==> src/rtl/riscv_pkg.sv <==
// Shared RV32I definitions: writeback select codes,
// load funct3 encodings and datapath widths.
package riscv_pkg;

  localparam int XLEN       = 32;
  localparam int REG_ADDR_W = 5;

  typedef enum logic [1:0] {
    WB_SEL_ALU  = 2'b00,
    WB_SEL_LOAD = 2'b01,
    WB_SEL_PC4  = 2'b10,
    WB_SEL_RSV  = 2'b11
  } wb_sel_e;

  localparam logic [2:0] F3_LB  = 3'b000;
  localparam logic [2:0] F3_LH  = 3'b001;
  localparam logic [2:0] F3_LW  = 3'b010;
  localparam logic [2:0] F3_LBU = 3'b100;
  localparam logic [2:0] F3_LHU = 3'b101;

endpackage

==> src/rtl/mem_wb_writeback_load_extend.sv <==
// Load byte/halfword lane select and sign/zero extension,
// with alignment check for the addressed access size.
module load_extend
  import riscv_pkg::*;
#(
  parameter int W = XLEN
) (
  input  logic [W-1:0] word,
  input  logic [1:0]   offset,
  input  logic [2:0]   funct3,
  output logic [W-1:0] data,
  output logic         misaligned
);

  logic [7:0]  byte_v;
  logic [15:0] half_v;

  always_comb begin
    byte_v = word[7:0];
    unique case (offset)
      2'd0: byte_v = word[7:0];
      2'd1: byte_v = word[15:8];
      2'd2: byte_v = word[23:16];
      2'd3: byte_v = word[31:24];
      default: byte_v = word[7:0];
    endcase
    half_v = offset[1] ? word[31:16] : word[15:0];
  end

  always_comb begin
    data       = '0;
    misaligned = 1'b0;
    unique case (1'b1)
      funct3 == F3_LB: begin
        data = {{(W-8){byte_v[7]}}, byte_v};
      end
      funct3 == F3_LBU: begin
        data = {{(W-8){1'b0}}, byte_v};
      end
      funct3 == F3_LH: begin
        data       = {{(W-16){half_v[15]}}, half_v};
        misaligned = offset[0];
      end
      funct3 == F3_LHU: begin
        data       = {{(W-16){1'b0}}, half_v};
        misaligned = offset[0];
      end
      funct3 == F3_LW: begin
        data       = word;
        misaligned = |offset;
      end
      default: begin
        // undefined load width: no data, treated as a bad access
        data       = '0;
        misaligned = 1'b1;
      end
    endcase
  end

endmodule

==> src/rtl/mem_wb_writeback.sv <==
// MEM/WB pipeline register and writeback mux feeding the
// register-file write port, plus retire counter.
module mem_wb_writeback
  import riscv_pkg::*;
#(
  parameter int XLEN       = riscv_pkg::XLEN,
  parameter int REG_ADDR_W = riscv_pkg::REG_ADDR_W
) (
  input  logic                  clk,
  input  logic                  reset,
  input  logic                  in_valid,
  input  logic                  in_reg_write,
  input  logic [REG_ADDR_W-1:0] in_rd,
  input  logic [1:0]            in_wb_sel,
  input  logic [2:0]            in_funct3,
  input  logic [XLEN-1:0]       in_alu_result,
  input  logic [XLEN-1:0]       in_load_data,
  input  logic [XLEN-1:0]       in_pc_plus4,
  input  logic                  stall,
  input  logic                  flush,
  output logic                  reg_write,
  output logic [REG_ADDR_W-1:0] write_reg,
  output logic [XLEN-1:0]       write_data,
  output logic                  fwd_valid,
  output logic                  misaligned,
  output logic [31:0]           retire_count
);

  logic                  valid_q;
  logic                  rw_q;
  logic [REG_ADDR_W-1:0] rd_q;
  wb_sel_e               sel_q;
  logic [2:0]            f3_q;
  logic [XLEN-1:0]       alu_q;
  logic [XLEN-1:0]       ld_q;
  logic [XLEN-1:0]       pc4_q;
  logic [31:0]           retire_q;

  logic [XLEN-1:0]       ext_data;
  logic                  ext_bad;

  always_ff @(posedge clk) begin
    if (reset || flush) begin
      valid_q <= 1'b0;
      rw_q    <= 1'b0;
      rd_q    <= '0;
      sel_q   <= WB_SEL_ALU;
      f3_q    <= '0;
      alu_q   <= '0;
      ld_q    <= '0;
      pc4_q   <= '0;
    end else if (!stall) begin
      valid_q <= in_valid;
      rw_q    <= in_reg_write;
      rd_q    <= in_rd;
      sel_q   <= wb_sel_e'(in_wb_sel);
      f3_q    <= in_funct3;
      alu_q   <= in_alu_result;
      ld_q    <= in_load_data;
      pc4_q   <= in_pc_plus4;
    end
  end

  // the instruction leaving WB retires even when the edge flushes
  always_ff @(posedge clk) begin
    if (reset) begin
      retire_q <= '0;
    end else if (valid_q && !stall) begin
      retire_q <= retire_q + 32'd1;
    end
  end

  load_extend #(
    .W(XLEN)
  ) u_load_extend (
    .word       (ld_q),
    .offset     (alu_q[1:0]),
    .funct3     (f3_q),
    .data       (ext_data),
    .misaligned (ext_bad)
  );

  always_comb begin
    misaligned = valid_q & (sel_q == WB_SEL_LOAD) & ext_bad;
    write_data = '0;
    unique case (sel_q)
      WB_SEL_ALU:  write_data = alu_q;
      WB_SEL_LOAD: write_data = ext_data;
      WB_SEL_PC4:  write_data = pc4_q;
      WB_SEL_RSV:  write_data = '0;
      default:     write_data = '0;
    endcase
  end

  always_comb begin
    reg_write = valid_q & rw_q & (|rd_q)
              & (sel_q != WB_SEL_RSV) & ~misaligned;
    write_reg = valid_q ? rd_q : '0;
    fwd_valid = reg_write;
  end

  assign retire_count = retire_q;

endmodule

==> config.mk <==
export PLATFORM = sky130hd
export DESIGN_NAME = mem_wb_writeback
export DESIGN_NICKNAME = d
export VERILOG_FILES = /design/src/rtl/riscv_pkg.sv /design/src/rtl/mem_wb_writeback_load_extend.sv /design/src/rtl/mem_wb_writeback.sv
export SDC_FILE = /design/constraint.sdc
export NUM_CORES = 1
export LEC_CHECK = 0
export BUFFER_PORTS_ARGS = -buffer_cell sky130_fd_sc_hd__buf_2
export CAP_MARGIN = 25
export CORE_MARGIN = 4
export CORE_UTILIZATION = 37
export DETAILED_ROUTE_END_ITERATION = 12
export SLEW_MARGIN = 40
export SYNTH_ARGS = -nofsm -noshare
export SYNTH_HDL_FRONTEND = slang
export SYNTH_SLANG_ARGS = --single-unit
==> constraint.sdc <==
create_clock -name clk -period 2.4 [get_ports clk]
set_clock_uncertainty 0.05 [all_clocks]
set_input_delay 0.36 -clock clk [delete_from_list [all_inputs] [get_ports clk]]
set_output_delay 0.36 -clock clk [all_outputs]
set_load 0.01 [all_outputs]
Word level (Yosys, flattened, before mapping)
Index checks and enable logic that the tools add are counted.

Flip-flop bits (word level): 140. Latch bits: 0. RAM bits: 0. ROM bits: 0. Bits of input ports: 112. Output and inout bits: 72. Logic and storage cells: 44. Memories kept: 0.

Add/subtract/negate cells: 1. $mul: 0. Div/mod/pow operators: 0. $lt $le $gt $ge: 0. Eq/ne operators: 11. Shifts and indexed selects: 0. Muxes and demuxes: 6. Bitwise operators: 7. Reductions and logical operators: 10.

Operators by type and width (count): $pmux 32 s5 (1); $pmux 32 s4 (1); $add 32x1->32 const B (1); $pmux 8 s4 (1); $mux 16 (1); $eq 2x2->1 const B (4); $and 1x1->1 (6); $eq 3x3->1 const B (2); $reduce_or 2->1 (3); $mux 5 (1); $reduce_or 5->1 (1); $eq 2x1->1 const B (2); $logic_not 2->1 (2); $eq 3x1->1 const B (1); $eq 3x2->1 const B (1); $logic_not 3->1 (1); $pmux 1 s3 (1); $ne 2x2->1 const B (1); $logic_and 1x1->1 (1); $logic_not 1->1 (1); $logic_or 1x1->1 (1); $not 1->1 (1).

Depth between registers and ports, before layout
Depth in word-level cells: 6. Mapped depth: 7. Mapped depth without buffers: 5.

Hierarchy
From an unflattened synthesis, not the netlist that was laid out.

Cell total of the unflattened synthesis: 761. Area total of the unflattened synthesis: 6875.3 um^2.

Modules (own cells, without submodules): mem_wb_writeback (instances 1, cells an instance 642, area each 5955.7 um^2, sequential area each 2802.7 um^2); load_extend (instances 1, cells an instance 119, area each 919.6 um^2, sequential area each 0.0 um^2).

Worst setup path before layout
No wires, ideal clock.

Path kind: register -> output. Start point: register alu_q[0]. End point: output write_data[5]. Data arrival time: 1.743 ns. Required time: 1.990 ns. Slack: 0.247 ns. Stages on the path, launching flop included: 5. Buffers on the path: 0. Cell sequence: dfxtp_1 inv_1 nor2_2 mux4_2 a221o_1.

Cells in the longest elaborated chain, start to end: 4.

Ends and longest elaborated chain: from (decl) (RTL line mem_wb_writeback.sv:34) `logic [XLEN-1:0] alu_q;`; from (signal assigned) (RTL line mem_wb_writeback.sv:58) `alu_q <= in_alu_result;`; $eq 2x2->1 (tied with other cells) (RTL line mem_wb_writeback_load_extend.sv:20) `unique case (offset)`; $pmux 8 s4 (*) (RTL line mem_wb_writeback_load_extend.sv:20); $pmux 32 s5 (*) (RTL line mem_wb_writeback_load_extend.sv:33) `unique case (1'b1)`; $pmux 32 s4 (*) (RTL line mem_wb_writeback.sv:86) `unique case (sel_q)`; to (decl) (RTL line mem_wb_writeback.sv:23) `output logic [XLEN-1:0] write_data,`.

Mark *: on every way between the ends. The rest lies on a longest branch, timed or not.

Final worst setup path
Start point: register alu_q[0]. End point: output write_data[23].

The elaborated chain is that of the path after synthesis.

==> summary.md <==
| Metric | Value |
|---|---|
| Outcome | complete, but fails checks |
| Violated checks | negative setup slack |
| Final WL | 19600 µm |
| Top_reg_cell synth | dfxtp_1 |
| Worst setup path class | flip-flop to primary output |
| Top cell type's share of synthesized area | 0.425 |
| # H-tree levels | 4 |
| Met2 WL post-DR | 8840 µm |
| Fin crit period | 2.49 ns |
| Post-Syn Instances | 709 |
| Cell row count | 48 |
| Largest net degree at the start of global routing | 63 |
| Yosys cell types | 49 |
| Sequential share of power | 0.438 |
| Combinational share of power | 0.086 |
| Sw frac | 0.242 |
| Cell area after layout | 8430 µm² |
| Remaining DRCs | 0 |
| Syn Area/Cell | 9.30 µm² |
| Seq cells post-synth | 140 |
| Routed length on met3 | 1040 µm |
| Peak supply drop | 0.479 mV |
| Clock group share of total power | 0.477 |
| Drt initial violations | 272 |
| CTS tree | done |
| Total CTS buffers | 17 |
| Peak fanout along the critical path | 16 |
| R2R depth | 5 |
| CTS Buffer Depth | 2 |
| WL per Instance | 17.6 µm |
| FMAX | 402 MHz |
| Setup ws final | -0.0862 ns |
| Leak Pwr | 3.71 nW |
| EDFF count, synth | 0 |
| Area delta synth->final | 27.7% |
| Port Buffers | 183 |
| Place WS | 0.141 ns |
| Critical path required time | 1.99 ns |
| Max-Slew Margin vs Limit | 0.508 |
| FFs w/ async S/R, synth | 0 |
| # clock sinks | 140 |
| CTS root buffer | clkbuf_16 |
| Final Max Tran Viols | 0 |
| RSZ-0062 raised after global routing | true |
| Area leader, netlist | dfxtp_1 |
| Io pins | 184 |
| Dominant cells by area after synthesis | dfxtp_1 (42%), mux2i_1 (21%), nor2_1 (7.9%) |
| # nets final | 990 |
| Mapped cell area | 6600 µm² |
| Placer Congestion | 0.862 |
| Global-route wire length before repair | 30300 µm |
| Worst-path clk slew | 0.06 ns |
| DR vias/cell | 5.15 |
| Antenna Violating Nets Remaining | 0 |
| Die Y | 142 µm |
| Endpoint class of the critical path | primary output |
| Most frequent cells in the layout | buf_2 (180), mux2i_1 (139), nor2_1 (138), dfxtp_1 (133), nand2_1 (35) |
| Max Used Layer | met5 |
| Setup Viol. Count Final | 31 |
| Critical path arrival | 2.08 ns |
| Full die area | 20000 µm² |
| Net Switching | 1.34 mW |
| Metal-1 WL | 9250 µm |
| Worst hold stages | 3 |
| Register area share after synthesis | 0.425 |
| Initial antenna violation count | 2 |
| Worst-Margin Slew | 0.738 ns |
| Vias post-DR | 5741 |
| Post-Place Cell Area | 7760 µm² |
| Fillers | 1675 |
| First drt pass iteration count | 4 |
| P_int | 4.21 mW |
| Number of global-route vias before repair | 5463 |
| Total GRT Usage | 0.193 |
| Period utilization | 1.04 |
| # diodes | 0 |
| Dpl hpwl | 14500 µm |
| Pwr dens | 660 nW/µm² |
| Horiz. Die Dim | 142 µm |
| Hold Crit Class | input pin to flip-flop |
| Max Cap Viol | 0 |
| Total grt overflow | 0 |
| Initial Utilization | 0.380 |
| CP startpoint kind | flip-flop |
| Share of layout cells above drive strength 1 | 0.295 |
| Post-synthesis net count | 822 |
| Core Area | 17400 µm² |
| Yosys Warn Count | 0 |
| Fin. Hold Viols | 0 |
| Worst skew pair latency | 0.42 ns |
| Commonest non-fill, non-tap cell in the layout | buf_2 |
[timing repair]
action                                  4_1_cts  5_1_grt
resized for setup                            11        8
pin swaps                                    11        5
hold buffers                                  0        0
setup buffers                                 1        0
endpoints found under the setup margin       33       32
[per-stage QoR]
stage / utilization / TNS [ns] / power, mW / std cells / hold WS, ns
6_report: 0.485 / -1.73 / 5.56 / 1114 / 0.118
2_1_floorplan: - / 0 / 2.75 / 709 / 0.413
5_1_grt: 0.485 / -4.17 / 5.76 / 1114 / 0.108
4_1_cts: 0.484 / -2.09 / 5.61 / 1114 / 0.103
3_3_place_gp: 0.447 / 0 / 2.95 / 1082 / 0.424
3_5_place_dp: 0.447 / 0 / 2.95 / 1082 / 0.431
[power groups by stage]
stage	registers (mW)	clock network, mW	logic [mW]
after detailed placement	2.48	0	0.470
after floorplan	2.46	0	0.288
after CTS	2.43	2.70	0.477
after global placement	2.48	0	0.470
after global routing	2.44	2.80	0.523
final	2.43	2.65	0.476
[state kept, by name, indices dropped and copies added (netlist names)]
name and cells:
alu_q 32, f3_q 3, ld_q 32, pc4_q 32
rd_q 5, retire_count 32, rw_q 1, sel_q 2
valid_q 1
[per-layer routing]
layer  vias up  track usage
met2       166        0.299
met5         -            0
met4         4       0.0606
met3        32       0.0479
li1       2859            -
met1      2680        0.266
[logic make-up (layout without fill, tap and decap cells)]
group / Yosys count / count (layout) / synth area share
DFF: 140 / 140 / 0.425
xor gates and xnor gates: 11 / 11 / 0.0146
muxes: 151 / 151 / 0.245
buffers and inverters: 60 / 240 / 0.0379
and+or+nand+nor: 260 / 260 / 0.190
AOI/OAI and AO/OA: 86 / 86 / 0.0863
adders and majority gates: 1 / 1 / 0.00190
[cell usage after synthesis (5+ instances only)]
cell type  number
clkbuf_1       36
nand4_1        10
nand3_1         8
mux2i_1       141
a21oi_1        27
xor2_1          7
o31ai_1        13
or3_1          13
nand2_1        35
mux4_2          8
buf_2          14
a221o_1         7
o211ai_1       16
o21ai_0        15
dfxtp_1       140
or4_1          13
and4_1          5
and3_1          8
nor2_1        138
and2_1          6
[final timing paths]
path	start	endpoint	slack (ns)
min	in_alu_result[18]	alu_q[18]	0.12
max reg2reg	retire_count[0]	retire_count[20]	0.25
max	alu_q[0]	write_data[23]	-0.09
min reg2reg	retire_count[22]	retire_count[22]	0.44
[worst max-delay path, stage by stage, from the launching register on]
cell and delay, ns:
dfxtp_2 0.35, mux4_2 0.54, o311ai_4 0.13, a211o_1 0.20, buf_6 0.17, o211ai_1 0.11, buf_2 0.16
[layout make-up]
type | instances | area (µm²) | share of cell area
clock inverters | 11 | 133 | 0.0157
repair buffers | 205 | 1140 | 0.135
well taps | 225 | 282 | 0.0334
inverters | 4 | 15.0 | 0.00178
clock buffers | 20 | 457 | 0.0542
multi-input cells | 509 | 3590 | 0.426
flip-flops and latches | 140 | 2810 | 0.334
(Power assumes the default switching activity.)
